`src/rtl/fibo_pkg.sv`:
```
// Shared types for the Fibonacci request/response sequencer.
package fibo_pkg;

  typedef enum logic [1:0] {
    ST_IDLE = 2'd0,
    ST_RUN  = 2'd1,
    ST_DONE = 2'd2
  } state_t;

endpackage

```
`src/rtl/fibo_step.sv`:
```
// One Fibonacci step: (a, b) -> (b, a+b) with sticky overflow flags; purely combinational.
module fibo_step #(
  parameter int WIDTH = 32
) (
  input  logic [WIDTH-1:0] a,
  input  logic [WIDTH-1:0] b,
  input  logic             a_ovf,
  input  logic             b_ovf,
  output logic [WIDTH-1:0] a_nxt,
  output logic [WIDTH-1:0] b_nxt,
  output logic             a_ovf_nxt,
  output logic             b_ovf_nxt
);

  logic [WIDTH:0] sum;

  assign sum       = {1'b0, a} + {1'b0, b};
  assign a_nxt     = b;
  assign b_nxt     = sum[WIDTH-1:0];
  assign a_ovf_nxt = b_ovf;
  // Once either term has wrapped, every later term is also too large.
  assign b_ovf_nxt = sum[WIDTH] | a_ovf | b_ovf;

endmodule

```
`src/rtl/fibo_seq_ctrl.sv`:
```
// Accepts index N, steps fibo_step N times, returns F(N) mod 2^WIDTH plus overflow.
// Response at accept+N+2 cycles; result held in DONE until resp_ready, no new request until then.
module fibo_seq_ctrl
  import fibo_pkg::*;
#(
  parameter int WIDTH = 32,
  parameter int NW    = 8
) (
  input  logic             clk,
  input  logic             reset,
  input  logic             req_valid,
  input  logic [NW-1:0]    req_n,
  output logic             req_ready,
  input  logic             abort,
  output logic             resp_valid,
  input  logic             resp_ready,
  output logic [WIDTH-1:0] resp_data,
  output logic             resp_ovf,
  output logic             busy
);

  state_t           state, state_nxt;
  logic [WIDTH-1:0] a, b, a_nxt, b_nxt;
  logic             a_ovf, b_ovf, a_ovf_nxt, b_ovf_nxt;
  logic [NW-1:0]    cnt;

  fibo_step #(.WIDTH(WIDTH)) u_step (
    .a         (a),
    .b         (b),
    .a_ovf     (a_ovf),
    .b_ovf     (b_ovf),
    .a_nxt     (a_nxt),
    .b_nxt     (b_nxt),
    .a_ovf_nxt (a_ovf_nxt),
    .b_ovf_nxt (b_ovf_nxt)
  );

  always_ff @(posedge clk) begin
    if (reset) state <= ST_IDLE;
    else       state <= state_nxt;
  end

  always_comb begin
    state_nxt = state;
    case (state)
      ST_IDLE: if (req_valid) state_nxt = ST_RUN;
      // abort takes priority over the terminal check
      ST_RUN: begin
        if (abort)            state_nxt = ST_IDLE;
        else if (cnt == '0)   state_nxt = ST_DONE;
      end
      ST_DONE: if (resp_ready) state_nxt = ST_IDLE;
      default: state_nxt = ST_IDLE;
    endcase
  end

  always_comb begin
    req_ready  = (state == ST_IDLE);
    busy       = (state == ST_RUN);
    resp_valid = (state == ST_DONE);
  end

  always_ff @(posedge clk) begin
    if (reset) begin
      a         <= '0;
      b         <= WIDTH'(1);
      a_ovf     <= 1'b0;
      b_ovf     <= 1'b0;
      cnt       <= '0;
      resp_data <= '0;
      resp_ovf  <= 1'b0;
    end else begin
      case (state)
        ST_IDLE: begin
          if (req_valid) begin
            a     <= '0;
            b     <= WIDTH'(1);
            a_ovf <= 1'b0;
            b_ovf <= 1'b0;
            cnt   <= req_n;
          end
        end
        ST_RUN: begin
          if (!abort) begin
            if (cnt == '0) begin
              resp_data <= a;
              resp_ovf  <= a_ovf;
            end else begin
              a     <= a_nxt;
              b     <= b_nxt;
              a_ovf <= a_ovf_nxt;
              b_ovf <= b_ovf_nxt;
              cnt   <= cnt - NW'(1);
            end
          end
        end
        default: ;
      endcase
    end
  end

endmodule

```
`config.mk`:
```
export PLATFORM = sky130hd
export DESIGN_NAME = fibo_seq_ctrl
export DESIGN_NICKNAME = d
export VERILOG_FILES = /design/src/rtl/fibo_pkg.sv /design/src/rtl/fibo_step.sv /design/src/rtl/fibo_seq_ctrl.sv
export SDC_FILE = /design/constraint.sdc
export NUM_CORES = 1
export LEC_CHECK = 0
export CAP_MARGIN = 10
export CORE_AREA = 2 2 101 103
export CTS_CLUSTER_SIZE = 12
export DETAILED_ROUTE_END_ITERATION = 8
export DIE_AREA = 0 0 103 105
export PLACE_DENSITY_LB_ADDON = 0.1
export RECOVER_POWER = 25
export SYNTH_ARGS = -nofsm -noshare
export SYNTH_HDL_FRONTEND = slang
export SYNTH_SLANG_ARGS = --single-unit
```
`constraint.sdc`:
```
create_clock -name clk -period 3.9 [get_ports clk]
set_clock_uncertainty 0.15 [all_clocks]
set_input_delay 0.78 -clock clk [delete_from_list [all_inputs] [get_ports clk]]
set_output_delay 0.78 -clock clk [all_outputs]
set_load 0.01 [all_outputs]
```
==> results.md, run 1 <==
- Antenna violations before repair: 0
- WS Path Type: reg -> reg
- Worst min path class: reg -> reg
- Post-synth cell types: 50
- Post_cts resized: 0
- Via count: 4963
- DRT Pass-1 Iters: 4
- Post-synth ARST share: 0%
- Root Buffer: clkbuf_8
- Area delta synth->final: 13.8%
- Synth top area share: 39.5%
- Most numerous cell in the Yosys netlist: nand2_1
- CTS tree: done
- Synth Cell Area: 5520 µm²
- Final Cycle Share: 85.2%
- Drt wl/cell: 15.1 µm
- Clk sinks: 109
- Switch Pwr: 0.555 mW
- Most used DFF post-synth: dfxtp_1
- Buf/Inv on CP: 0
- CTS buffer count: 9
- Width of the die: 103 µm
- Pwr dens: 318 nW/µm²
- Setup crit start kind: flip-flop
- 1st-iter DRT viols: 146
- Worst-case clock buffer depth: 2
- Setup tns final: 0 ns
- Core area: 9640 µm²
- Syn avg cell area: 7.99 µm²
- Outcome: completed
- Post-layout util: 65.2%
- GR Util met1: 32.3%
- Row count: 36
- Fill count: 917
- Min cycle time layout: 3.32 ns
- Nets: 766
- Cell family with the largest share of critical-path delay: compound AO/OA/AOI/OAI gates
- Crit-path most repeated cell: a221oi_1
- CTS Hold Bufs: 0
- I/O Pins: 49
- Worst vdd ir: 183 µV
- GRT Max-Usage Layer: met2
- Clk slew on worst S/H paths: 0.11 ns
- Fmax: 301 MHz
- Sw Ratio: 27.8%
- CP required: 4.03 ns
- Critical Path Start: a[0]
- Global route overflow: 0
- Combinational share of power: 10.2%
- Crit-path max FO: 3
- Synthesis Warnings: 0
- Post-DRT Antenna Nets: 0
- Relative slew margins: 44.0%
- H-tree levels: 3
- Port Buffers: 48
- Vias in the first global route: 4821
- CP endpoint kind: flip-flop
- Top cells by count, synth: nand2_1, dfxtp_1, a21oi_1
- Via density: 5.80
- Area occupied by multi-input gates: 3160 µm²
- Largest net degree at the start of global routing: 70
- Worst Hold Slack: 0.306 ns
- Die height: 105 µm
- Synth top area cells: dfxtp_1, nand2_1, a21oi_1
- RePlAce Congestion: 0.952
- Die Area: 10800 µm²
- Leakage: 2.54 nW
- DRC: 0
- Crit-path max cell delay: 0.55 ns
- Placed cells: 840
- Critical-path cell list: ha_1 -> fa_1 -> a21o_1 -> a221oi_1 -> or4b_1 -> a211o_1 -> a32oi_4 -> a221oi_1 -> mux2i_1 -> nand2_1
- GR Util met3: 3.28%
- Post-synth net total: 739
- Setup violators final: 0
- Slew Limit Fails: 0
- Total GRT Usage: 25.1%
- Max Cap Viol: 0
- Starting Density: 57.3%
- Post-synth EDFFs: 0
- Synth area leader: dfxtp_1
- Clock network fraction of design power: 32.9%
- CP Data Arrival Time: 3.45 ns
- Post-CTS setup buffers: 0
- FF+latch area: 2180 µm²
- Sequential power share: 56.8%
- Post-synthesis sequential area ratio: 39.5%
- Latest clock arrival within the worst-skew pair: 0.38 ns
- Slowest-stage cell, CP: a221oi_1
- RSZ-0062 raised after global routing: false
- Cell Int Power: 1.44 mW
- Synth Instances: 691
- Ant. Diodes: 0
- Hold path startpoint: resp_data[3]
- Non-Filler Instances: 856
- First-pass GRT wire length: 22200 µm
- Final Hold Fails: 0
- GR Util met2: 42.5%
- Layout cells sized above 1: 4.98%
- Routed wire length: 12900 µm
- Worst r2r src: a[0]
- Total power: 2.00 mW
- Seq cells post-synth: 109
- Hpwl dp: 8880 µm
- Worst-margin pin slew: 0.840 ns
worst reg2reg max path, stage by stage, from the launching register on:
cell and delay (ns):
dfxtp_1 0.35, ha_1 0.24, fa_1 0.42, a21o_1 0.19
a221oi_1 0.45, or4b_1 0.24, a211o_1 0.19, a32oi_4 0.14
a221oi_1 0.55, mux2i_1 0.25, nand2_1 0.06
layout by cell type (no fill, tap or decap), types with 16 or more instances in the layout:
| master | n |
|---|---|
| a21o_1 | 18 |
| a21oi_1 | 94 |
| a22oi_1 | 29 |
| clkdlybuf4s50_1 | 18 |
| dfxtp_1 | 109 |
| dlygate4sd3_1 | 29 |
| ha_1 | 34 |
| nand2_1 | 132 |
| nand3_1 | 24 |
| nor2_1 | 52 |
| o21ai_0 | 35 |
| xnor2_1 | 16 |
area by class of cell:
class	instances	area share, %
clock buffer	10	2.19
timing repair buffer	59	8.88
multi-input combinational	531	50.3
sequential	109	34.7
clock inverter	6	0.737
inverter	8	0.478
tap	133	2.65
power groups by stage:
| stage | clock network, mW | registers [mW] | logic, mW |
|---|---|---|---|
| 5_1_grt | 0.718 | 1.14 | 0.225 |
| 3_5_place_dp | 0 | 1.16 | 0.205 |
| 3_3_place_gp | 0 | 1.16 | 0.200 |
| 2_1_floorplan | 0 | 1.16 | 0.134 |
| 4_1_cts | 0.672 | 1.13 | 0.205 |
| 6_report | 0.657 | 1.13 | 0.204 |
final timing paths:
check,endpoint,slack (ns),cells past startpoint
hold reg to reg,resp_data[3],0.31,2
hold / removal,resp_data[3],0.31,2
setup / recovery,b[28],0.58,10
setup reg to reg,b[28],0.58,10
kinds of logic after synthesis:
kind of cell	after synthesis	synth area share (%)
and+or+nand+nor	251	19.5
AOI/OAI and AO/OA	215	24.5
DFF	109	39.5
adders and majority gates	35	8.07
xor gates and xnor gates	25	3.97
muxes	5	0.997
buffers and inverters	51	3.47
flip-flops by register name, indices dropped and copies added, names as in the netlist:
name and flops:
a 32, a_ovf 1, b 32, b_ovf 1
cnt 8, resp_data 32, resp_ovf 1, state 2
stage by stage:
| stage | setup slack [ns] | area (µm²) |
|---|---|---|
| final | 0.576 | 6280 |
| after floorplan | 0.969 | 5520 |
| after detailed placement | 0.608 | 6100 |
| after global routing | 0.186 | 6280 |
| after CTS | 0.580 | 6290 |
| after global placement | 0.720 | 6100 |
per-layer routing:
metal  wire length [µm]  part of all wire, %
met3                508                  3.9
met2               6100                   47
met4                235                  1.8
met1               6080                   47
met5                  0                    0
(Power assumes the default switching activity.)
==> run 2: changes to the inputs <==
Settings changed: CELL_PAD_IN_SITES_DETAIL_PLACEMENT set to 1, CELL_PAD_IN_SITES_GLOBAL_PLACEMENT set to 2, CORE_AREA 2 2 101 103 to 2 2 111 156, CTS_BUF_LIST set to sky130_fd_sc_hd__clkbuf_16, DIE_AREA 0 0 103 105 to 0 0 113 158.
==> run 2 against run 1 <==
Compared with the run above:
- the flow now finishes with violations (design-rule violations, max-capacitance violations)
- non-clock buffer count increased by 2
- worst setup slack got worse by 0.12 ns
- final area is 3.9% higher
==> results.md, run 2 (synthesis gave the netlist of run 1 again) <==
- Hpwl dp: 11100 µm
- Buf/Inv on CP: 0
- Clk sinks: 109
- Post-layout util: 39.5%
- DRC: 7
- Via density: 5.40
- RSZ-0062 raised after global routing: false
- Drt wl/cell: 16.6 µm
- Routed wire length: 15400 µm
- Final Cycle Share: 88.3%
- Setup ws final: 0.456 ns
- Die Area: 17900 µm²
- Via count: 5013
- Setup tns final: 0 ns
- Post-DRT Antenna Nets: 0
- Final Hold Fails: 0
- CP required: 3.99 ns
- Global route overflow: 0
- Setup violators final: 0
- 1st-iter DRT viols: 155
- Worst-margin pin slew: 1.48 ns
- DRT Pass-1 Iters: 6
- Critical-path cell list: ha_1 -> fa_1 -> a21o_1 -> a221oi_1 -> or4b_1 -> a211o_1 -> a32oi_4 -> a221oi_1 -> o21ai_0 -> o2bb2ai_1
- Nets: 768
- Core area: 16500 µm²
- Root Buffer: clkbuf_16
- Area occupied by multi-input gates: 3150 µm²
- Most common cell after layout, fill and taps aside: nand2_1
- Leakage: 2.62 nW
- Width of the die: 113 µm
- Clk slew on worst S/H paths: 0.08 ns
- Finished Cell Area: 6530 µm²
- Total GRT Usage: 17.9%
- Largest regs: a (32), b (32), resp_data (32)
- CTS Hold Bufs: 0
- First-pass GRT wire length: 25900 µm
- Relative slew margins: 1.34%
- Area delta synth->final: 18.3%
- Post-CTS setup buffers: 0
- Antenna violations before repair: 0
- Dpl cell area: 6220 µm²
- Total power: 2.39 mW
- Crit-path max FO: 3
- Crit-path max cell delay: 0.58 ns
- Fill count: 1991
- Post_cts resized: 0
- Worst vdd ir: 179 µV
- Latest clock arrival within the worst-skew pair: 0.36 ns
- WS Path Type: reg -> reg
- CTS tree: done
- Largest net degree at the start of global routing: 51
- FF+latch area: 2180 µm²
- Vias in the first global route: 5234
- Worst min path class: reg -> reg
- Port Buffers: 48
- Die height: 158 µm
- I/O Pins: 49
- Crit-path most repeated cell: a221oi_1
- RePlAce Congestion: 0.862
- Max Cap Viol: 1
- Dpl ws: 0.451 ns
- Layout cells sized above 1: 5.10%
- Fmax: 290 MHz
- Outcome: complete, but fails checks
- Worst-case clock buffer depth: 2
- Most frequent cells in the layout: nand2_1, dfxtp_1, a21oi_1, nor2_1, o21ai_0
- CP Data Arrival Time: 3.54 ns
- Ant. Diodes: 0
- Setup crit start kind: flip-flop
- H-tree levels: 3
- Cell family with the largest share of critical-path delay: compound AO/OA/AOI/OAI gates
- CTS buffer count: 9
- Slew Limit Fails: 0
- Pwr dens: 365 nW/µm²
- Min cycle time layout: 3.44 ns
- Row count: 56
- Starting Density: 33.4%
- Slowest-stage cell, CP: a221oi_1
- CP endpoint kind: flip-flop
- Violated checks: design-rule violations, max-capacitance violations
[run 2: cell types whose count changed in the layout (fill, tap and decap cells not counted), sizes merged]
cell | previous run | this run
bufinv | 0 | 2
clkinvlp | 2 | 0
buf | 12 | 14
inv | 10 | 12
clkbuf | 10 | 9
clkinv | 2 | 1
[run 2: routing by layer]
layer	share of wire (%)	routed length [µm]	global-route usage, %
met5	0	0	0
met4	1.7	257	4.82
met3	1.8	283	2.68
met2	53	8170	34.2
met1	44	6730	20.7
[run 2: layout make-up]
class | instances | share of cell area [%]
clock inverter | 7 | 1.57
tap | 203 | 3.89
sequential | 109 | 33.4
multi-input combinational | 531 | 48.2
inverter | 8 | 0.460
clock buffer | 9 | 3.45
timing repair buffer | 61 | 8.97
[run 2: worst paths after layout]
path,from,endpoint,slack [ns],cells past startpoint
worst max-delay path,a[0],b_ovf,0.46,10
worst min-delay path,resp_data[31],resp_data[31],0.30,2
worst min register to register,resp_data[31],resp_data[31],0.30,2
worst max register to register,a[0],b_ovf,0.46,10
[run 2: power by group]
part,leakage (nW),internal (mW),switching [mW],total [mW]
combinational,1.58,0.0645,0.147,0.212
clock,0.163,0.575,0.466,1.04
sequential,0.879,1.12,0.0104,1.13
[run 2: metrics by stage]
stage | hold WS [ns] | cells
floorplan | 0.295 | 691
global placement | 0.291 | 912
detailed placement | 0.296 | 912
CTS | 0.307 | 928
global route | 0.318 | 928
finish | 0.300 | 928
[run 2: worst min-delay path, stage by stage, from the launching register on]
cell and delay, ns:
dfxtp_1 0.31, nand2_1 0.05, a21oi_1 0.05
